--- config.mk ---
export PLATFORM = sky130hd
export DESIGN_NAME = pipeline_ctrl
export DESIGN_NICKNAME = d
export VERILOG_FILES = /design/src/rtl/arm_pkg.sv /design/src/rtl/hazard_detect.sv /design/src/rtl/pipeline_ctrl.sv
export SDC_FILE = /design/constraint.sdc
export NUM_CORES = 1
export LEC_CHECK = 0
export BUFFER_PORTS_ARGS = -buffer_cell sky130_fd_sc_hd__buf_4
export CAP_MARGIN = 30
export CORE_MARGIN = 2
export CORE_UTILIZATION = 35
export DETAILED_ROUTE_END_ITERATION = 12
export GPL_TIMING_DRIVEN = 0
export PLACE_DENSITY_LB_ADDON = 0.2
export SYNTH_ARGS = -nofsm -noshare
export SYNTH_HDL_FRONTEND = slang
export SYNTH_HIERARCHICAL = 1
export SYNTH_SLANG_ARGS = --single-unit
--- constraint.sdc ---
create_clock -name clk -period 2.2 [get_ports clk]
set_input_delay 0.11 -clock clk [delete_from_list [all_inputs] [get_ports clk]]
set_output_delay 0.11 -clock clk [all_outputs]
set_load 0.02 [all_outputs]
--- src/rtl/arm_pkg.sv ---
// Shared definitions for the ARM core pipeline control logic:
// memory wait-state FSM encoding and register-index width.
package arm_pkg;

  localparam int REG_IDX_W = 4;

  typedef enum logic [1:0] {
    IDLE     = 2'd0,
    MEM_WAIT = 2'd1,
    MEM_DONE = 2'd2
  } mem_state_e;

endpackage

--- src/rtl/hazard_detect.sv ---
// Combinational RAW hazard compare between the decode stage and the EXE/MEM stages.
// With forwarding only a load in EXE can still conflict; without it any pending write does.
module hazard_detect
  import arm_pkg::*;
(
  input  logic                 forwardEnable,
  input  logic [REG_IDX_W-1:0] src1_id,
  input  logic [REG_IDX_W-1:0] src2_id,
  input  logic                 src1Used_id,
  input  logic                 twoSrc_id,
  input  logic [REG_IDX_W-1:0] destination_exe,
  input  logic                 writebackEnabled_exe,
  input  logic                 memoryReadEnabled_exe,
  input  logic [REG_IDX_W-1:0] destination_mem,
  input  logic                 writebackEnabled_mem,
  output logic                 hazard_id
);

  logic src1_exe, src2_exe, src1_mem, src2_mem;
  logic exe_match, mem_match;

  assign src1_exe = src1Used_id && (src1_id == destination_exe);
  assign src2_exe = twoSrc_id   && (src2_id == destination_exe);
  assign src1_mem = src1Used_id && (src1_id == destination_mem);
  assign src2_mem = twoSrc_id   && (src2_id == destination_mem);

  assign exe_match = src1_exe || src2_exe;
  assign mem_match = src1_mem || src2_mem;

  assign hazard_id = forwardEnable
                   ? (exe_match && memoryReadEnabled_exe)
                   : ((exe_match && writebackEnabled_exe) || (mem_match && writebackEnabled_mem));

endmodule

--- src/rtl/pipeline_ctrl.sv ---
// Pipeline controller: memory wait-state FSM, stall/flush priority (memory, branch, hazard)
// and saturating stall counters for performance debug.
module pipeline_ctrl
  import arm_pkg::*;
#(
  parameter int unsigned MEM_WAIT_CYCLES = 4,
  parameter int unsigned CNT_W           = 16
) (
  input  logic                 clk,
  input  logic                 rst,
  input  logic                 forwardEnable,
  input  logic [REG_IDX_W-1:0] src1_id,
  input  logic [REG_IDX_W-1:0] src2_id,
  input  logic                 src1Used_id,
  input  logic                 twoSrc_id,
  input  logic [REG_IDX_W-1:0] destination_exe,
  input  logic                 writebackEnabled_exe,
  input  logic                 memoryReadEnabled_exe,
  input  logic [REG_IDX_W-1:0] destination_mem,
  input  logic                 writebackEnabled_mem,
  input  logic                 memoryReadEnabled_mem,
  input  logic                 memoryWriteEnabled_mem,
  input  logic                 branchTaken_exe,
  output logic                 hazard_id,
  output logic                 freeze_if,
  output logic                 freeze_id,
  output logic                 freeze_exe,
  output logic                 freeze_mem,
  output logic                 freeze_wb,
  output logic                 flush_id,
  output logic                 flush_exe,
  output logic                 memBusy,
  output logic [CNT_W-1:0]     hazardStallCount,
  output logic [CNT_W-1:0]     memStallCount
);

  // The IDLE cycle counts as the first stall, MEM_DONE is not a stall: preload accordingly.
  localparam logic [3:0] WAIT_INIT = (MEM_WAIT_CYCLES > 1) ? 4'(MEM_WAIT_CYCLES - 2) : 4'd0;

  mem_state_e       state_q, state_d;
  logic [3:0]       wait_cnt_q, wait_cnt_d;
  logic [CNT_W-1:0] hz_cnt_q, hz_cnt_d;
  logic [CNT_W-1:0] mem_cnt_q, mem_cnt_d;
  logic             mem_req;
  logic             mem_stall;
  logic             hazard_stall;

  hazard_detect u_hazard_detect (
    .forwardEnable         (forwardEnable),
    .src1_id               (src1_id),
    .src2_id               (src2_id),
    .src1Used_id           (src1Used_id),
    .twoSrc_id             (twoSrc_id),
    .destination_exe       (destination_exe),
    .writebackEnabled_exe  (writebackEnabled_exe),
    .memoryReadEnabled_exe (memoryReadEnabled_exe),
    .destination_mem       (destination_mem),
    .writebackEnabled_mem  (writebackEnabled_mem),
    .hazard_id             (hazard_id)
  );

  assign mem_req = memoryReadEnabled_mem || memoryWriteEnabled_mem;

  always_comb begin
    state_d    = state_q;
    wait_cnt_d = wait_cnt_q;
    mem_stall  = 1'b0;
    unique case (state_q)
      IDLE: begin
        if (mem_req) begin
          mem_stall = 1'b1;
          if (MEM_WAIT_CYCLES == 1) begin
            state_d = MEM_DONE;
          end else begin
            state_d    = MEM_WAIT;
            wait_cnt_d = WAIT_INIT;
          end
        end
      end
      MEM_WAIT: begin
        mem_stall = 1'b1;
        if (wait_cnt_q == 4'd0) state_d = MEM_DONE;
        else wait_cnt_d = wait_cnt_q - 4'd1;
      end
      MEM_DONE: state_d = IDLE;
      default:  state_d = IDLE;
    endcase
  end

  // A stalled memory access masks everything; a taken branch squashes the ID instruction.
  always_comb begin
    freeze_if    = 1'b0;
    freeze_id    = 1'b0;
    freeze_exe   = 1'b0;
    freeze_mem   = 1'b0;
    freeze_wb    = 1'b0;
    flush_id     = 1'b0;
    flush_exe    = 1'b0;
    hazard_stall = 1'b0;
    if (mem_stall) begin
      freeze_if  = 1'b1;
      freeze_id  = 1'b1;
      freeze_exe = 1'b1;
      freeze_mem = 1'b1;
      freeze_wb  = 1'b1;
    end else if (branchTaken_exe) begin
      flush_id  = 1'b1;
      flush_exe = 1'b1;
    end else if (hazard_id) begin
      hazard_stall = 1'b1;
      freeze_if    = 1'b1;
      freeze_id    = 1'b1;
      flush_exe    = 1'b1;
    end
  end

  always_comb begin
    hz_cnt_d  = hz_cnt_q;
    mem_cnt_d = mem_cnt_q;
    if (hazard_stall && (hz_cnt_q != '1)) hz_cnt_d = hz_cnt_q + CNT_W'(1);
    if (mem_stall && (mem_cnt_q != '1))   mem_cnt_d = mem_cnt_q + CNT_W'(1);
  end

  always_ff @(posedge clk) begin
    if (rst) begin
      state_q    <= IDLE;
      wait_cnt_q <= 4'd0;
      hz_cnt_q   <= '0;
      mem_cnt_q  <= '0;
    end else begin
      state_q    <= state_d;
      wait_cnt_q <= wait_cnt_d;
      hz_cnt_q   <= hz_cnt_d;
      mem_cnt_q  <= mem_cnt_d;
    end
  end

  assign memBusy          = (state_q != IDLE);
  assign hazardStallCount = hz_cnt_q;
  assign memStallCount    = mem_cnt_q;

endmodule

==> reports/qor.txt, run 1 <==
status - finished, final reports clean
register bit count reported by yosys - 38
Pleak - 0.00112 uW
CTS tree - yes
startpoint types - flop
Fmax achieved - 476 MHz
Initial Util - 0.363
Crit Path Category - reg -> out
Final Skew - 8.04 ps
most common cell in the netlist - dfxtp_1
Detailed Place HPWL - 4770 um
vias in the first global route - 2,267
Seq/Total Area, Yosys - 0.330
post-layout min period - 2100 ps
cell count after synthesis - 277
largest net degree at the start of global routing - 12
crit path max fanout - 10
number of flops mapped to enable cells by yosys - 0
FP Rows - 29
Clock transition at path regs - 80 ps
die width - 85.2 um
Total Power - 1750 uW
clk sinks - 38
PD cells - 574 nW/um2
max_cap viols - 0
# diodes - 0
initial antenna violation count - 0
placed cell areas - 2910 um2
critical path required time - 2090 ps
CTS Buf Count - 5
Final Net Count - 382
P&R area growth vs syn - 32.0%
top cells by area, synth - dfxtp_1 (33%), or4_1 (5.5%), a21oi_1 (5.0%), o31ai_1 (4.9%), nand4_1 (4.1%)
ratio of cells with drive above 1 in the final layout - 0.281
post-route insts no fill - 429
VDD IR max - 0.313 mV
Clock Path Buffers - 2
drt pass-1 iters - 4
worst-margin pin slew - 545 ps
post-synth top area cell - dfxtp_1
Syn Nets - 308
Worst Hold Slack - 214 ps
IO Pins - 68
top_reg_cell synth - dfxtp_1
Post-synth top cells - dfxtp_1 (38), a21oi_1 (23), nor2_1 (17), or4_1 (17)
Setup violations, final - 0
DRT iter0 DRCs - 45
Root Buffer - clkbuf_8
Global Route Usage Sum - 0.182
Max-slew headroom - 0.637
core footprint - 6350 um2
Post-CTS Setup Bufs - 0
Post-Syn Area - 2310 um2
DRC Markers - 0
Hold/Removal Path Class - in -> reg
GPL Wtd Cong - 0.798
Worst Path Arrival - 1990 ps
CTS hold repair buffers - 0
drt via density - 5.67
Async SR Flop Fraction - 0
clk_lat worst skew - 300 ps
yosys warns - 6
first-pass GRT wire length - 10,900 um
Period Utilization, post-route - 0.955
Final ANT Viol Nets - 0
Routed WL - 6410 um
synthesized area per cell - 8.33 um2
placed cells - 421
final hold viol count - 0
post-DR wirelength/cell - 14.9 um
H-tree depth - 2
die height - 85.2 um
port bufs - 67
CP Capture Type - output port
Synth cell types - 52
Synth top area share - 0.330
Final Cell Area - 3050 um2
grt ovf - 0
Die Area - 7260 um2
Pins Over Slew Limit - 0
Vias - 2,432
[cell families after synthesis]
kind of cell	after synthesis	share of synthesized area
AND/OR/NAND/NOR	124	0.322
AO/OA/AOI/OAI	65	0.186
flip-flops	38	0.330
buffers and inverters	22	0.0412
XOR/XNOR	16	0.0607
multiplexers	8	0.0390
adder cells (fa/ha/maj)	4	0.0217
[cells in the final DEF, fill, tap and decap left out, drive strengths merged, types with 7 or more instances in the layout]
cell type / n
or4: 17
nand2: 13
clkbuf: 16
inv: 8
nor2: 17
buf: 72
mux2: 8
o21ai: 8
o31ai: 15
nor2b: 8
nand4: 15
dfxtp: 38
nor4: 7
a21oi: 23
xor2: 10
nand3: 11
nor3: 8
[power by group]
part	internal, uW	switching (uW)	total [uW]
Sequential	722	43.9	766
Clock	253	259	512
Combinational	220	251	471
Total	1200	554	1750
[final timing paths]
path / start / to / slack, ps / depth (start not counted)
min reg2reg: wait_cnt_q[3] / wait_cnt_q[3] / 480 / 2
min: rst / memStallCount[14] / 210 / 3
max reg2reg: memStallCount[2] / memStallCount[9] / 170 / 4
max: state_q[0] / freeze_if / 100 / 7
[registers in the layout, indices dropped and copies added, names as in the netlist]
| name | flops |
|---|---|
| hazardStallCount | 16 |
| memStallCount | 16 |
| state_q | 2 |
| wait_cnt_q | 4 |
[per-stage QoR]
stage          worst slack (ps)  utilization  setup TNS (ps)
2_1_floorplan               152            -               0
3_3_place_gp               -221        0.458            -506
3_5_place_dp               -207        0.458            -500
4_1_cts                    23.5        0.474               0
5_1_grt                   -2.53        0.480           -2.53
6_report                   99.9        0.480               0
[area by class of cell]
cell class,instances,area [um2]
Fill cell,629,3300
Multi-Input combinational cell,217,1480
Sequential cell,38,761
Timing Repair Buffer,67,503
Tap cell,77,96.3
Clock buffer,7,86.3
Buffer,14,80.1
Inverter,8,30.0
Clock inverter,1,5.00
[worst max-delay path, cell delays in order (launching register included)]
cell,delay (ps)
dfxtp_1,380
or3_4,440
nand2_1,130
buf_4,190
clkbuf_8,190
nand2_1,90
buf_4,140
buf_4,150
[routing by layer]
layer / part of all wire / global-route usage
met5: 0 / 0
met1: 0.47 / 0.249
met3: 0.049 / 0.0350
met4: 0.0095 / 0.0433
met2: 0.47 / 0.296
[timing repair]
item,4_1_cts,5_1_grt
endpoints found under the setup margin,3,18
resized for setup,3,11
pin swaps,0,0
Note: power is estimated with default switching activity, not from simulation.
==> inputs of run 2 (changes only) <==
BUFFER_PORTS_ARGS = -buffer_cell sky130_fd_sc_hd__buf_2   (was -buffer_cell sky130_fd_sc_hd__buf_4)
==> reports/qor.txt, run 2 (synthesis results as in run 1) <==
H-tree depth - 2
Vias - 2,417
total negative slack - 0 ps
final hold viol count - 0
IO Pins - 68
CTS hold repair buffers - 0
Internal Power - 1360 uW
CP Capture Type - output port
combinational power share - 0.223
Largest delay share family, worst path - buffers and inverters
DRC Markers - 0
Initial Util - 0.363
worst r2r dst - memStallCount[9]
drt via density - 5.63
# diodes - 0
Reg2Reg Depth - 4
Clk pwr share - 0.379
first-pass GRT wire length - 10,600 um
Pins Over Slew Limit - 0
PD cells - 662 nW/um2
largest stage delay on the critical path - 420 ps
Clock Path Buffers - 2
clk_lat worst skew - 300 ps
drt pass-1 iters - 4
VDD IR max - 0.381 mV
Pleak - 0.00112 uW
GPL Wtd Cong - 0.799
WHS Path Cells - 4
critical path's slowest cell - or3_4
Die Area - 7260 um2
largest net degree at the start of global routing - 14
Final Skew - 10.7 ps
max_cap viols - 0
DRT iter0 DRCs - 54
R2R Setup Slk - 180 ps
initial antenna violation count - 0
P&R area growth vs syn - 26.4%
most frequent cells in the layout - buf_2 (67), dfxtp_1 (37), a21oi_1 (23), nor2_1 (17), or4_1 (17)
clk sinks - 38
startpoint types - flop
Clock transition at path regs - 90 ps
grt ovf - 0
post-DR wirelength/cell - 14.7 um
worst-margin pin slew - 531 ps
Sw Share - 0.294
hold_sp - memoryReadEnabled_mem
switching pwr - 567 uW
die height - 85.2 um
Post-CTS Setup Bufs - 0
Detailed Place HPWL - 4700 um
fillers - 643
Routed WL - 6300 um
die width - 85.2 um
Setup violations, final - 0
Hold/Removal Path Class - in -> reg
CP bufs+invs - 4
status - finished, final reports clean
Fmax achieved - 485 MHz
CTS Buf Count - 5
Period Utilization, post-route - 0.938
FP Rows - 29
ratio of cells with drive above 1 in the final layout - 0.287
post-layout min period - 2060 ps
Final ANT Viol Nets - 0
vias in the first global route - 2,309
Worst Path Arrival - 1950 ps
Layout Utilization - 0.459
core footprint - 6350 um2
Final Net Count - 382
Max-slew headroom - 0.646
Root Buffer - clkbuf_8
port bufs - 67
Crit Path Category - reg -> out
Critical R2R Launch - memStallCount[3]
Global Route Usage Sum - 0.179
crit path max fanout - 10
critical path required time - 2090 ps
Worst Hold Path EP - wait_cnt_q[2]
cells along the critical path - or3_4, nand2_1, buf_4, clkbuf_8, nand2_1, buf_4, buf_2
CTS tree - yes
most common cell after layout, fill and taps aside - buf_2
RSZ-0062 raised after global routing - false
Reg power frac - 0.397
## run 2: cell count changes in the layout (fill, tap and decap cells not counted), moves of 2 or more
cell,before,now
buf_4,71,4
buf_2,0,67
clkbuf_1,7,4
bufinv_16,0,2
clkbuf_2,2,4
## run 2: timing repair
item                                   CTS  global route
pin swaps                                0             0
endpoints found under the hold margin    0             0
setup endpoints to repair                3            13
gates resized for setup                  3            14
## run 2: worst min-delay path, cell delays in order
cell and delay, ps:
buf_2 100, nor2_1 40, o21bai_1 160, a21oi_1 50
## run 2: how the worst max path moves through the flow
stage                             startpoint                    to  slack, ps  depth (start not counted)
after detailed placement  destination_exe[0]  hazardStallCount[11]       -280                         10
after CTS                         state_q[0]             freeze_if         20                          7
after global placement    destination_exe[0]  hazardStallCount[13]       -250                         10
after floorplan           destination_exe[0]  hazardStallCount[13]        150                          9
after global routing        memStallCount[2]      memStallCount[9]         30                          4
final                             state_q[0]             freeze_if        140                          7
## run 2: power by group through the flow
| stage | clock network (uW) | registers [uW] | logic (uW) |
|---|---|---|---|
| after floorplan | 0 | 783 | 278 |
| after detailed placement | 0 | 781 | 423 |
| after global routing | 774 | 775 | 478 |
| after global placement | 0 | 781 | 418 |
| after CTS | 748 | 765 | 433 |
| final | 732 | 766 | 431 |
## run 2: layout make-up
| cell class | instances | area, um2 | share of cell area |
|---|---|---|---|
| plain buffers | 14 | 82.6 | 0.0283 |
| clock inverters | 3 | 68.8 | 0.0236 |
| flip-flops and latches | 38 | 762 | 0.261 |
| clock buffers | 5 | 68.8 | 0.0236 |
| multi-input cells | 217 | 1470 | 0.505 |
| inverters | 8 | 30.0 | 0.0103 |
| repair buffers | 67 | 335 | 0.115 |
| well taps | 77 | 96.3 | 0.0330 |
## run 2: layer usage
layer  part of all wire  GRT usage  vias up
met4              0.012     0.0592        0
li1                   -          -     1210
met2               0.47      0.289       63
met5                  0          0        -
met3              0.055     0.0438        7
met1               0.46      0.233     1137
## run 2: through the flow
stage          area, um2  hold slack [ps]  total power (uW)  std cells  setup WS, ps
3_5_place_dp        2740              468              1200        421          -279
2_1_floorplan       2310              354              1060        277           152
5_1_grt             2920              235              2030        429          29.0
6_report            2920              210              1930        429           136
3_3_place_gp        2740              462              1200        421          -245
4_1_cts             2890              216              1950        429          19.6
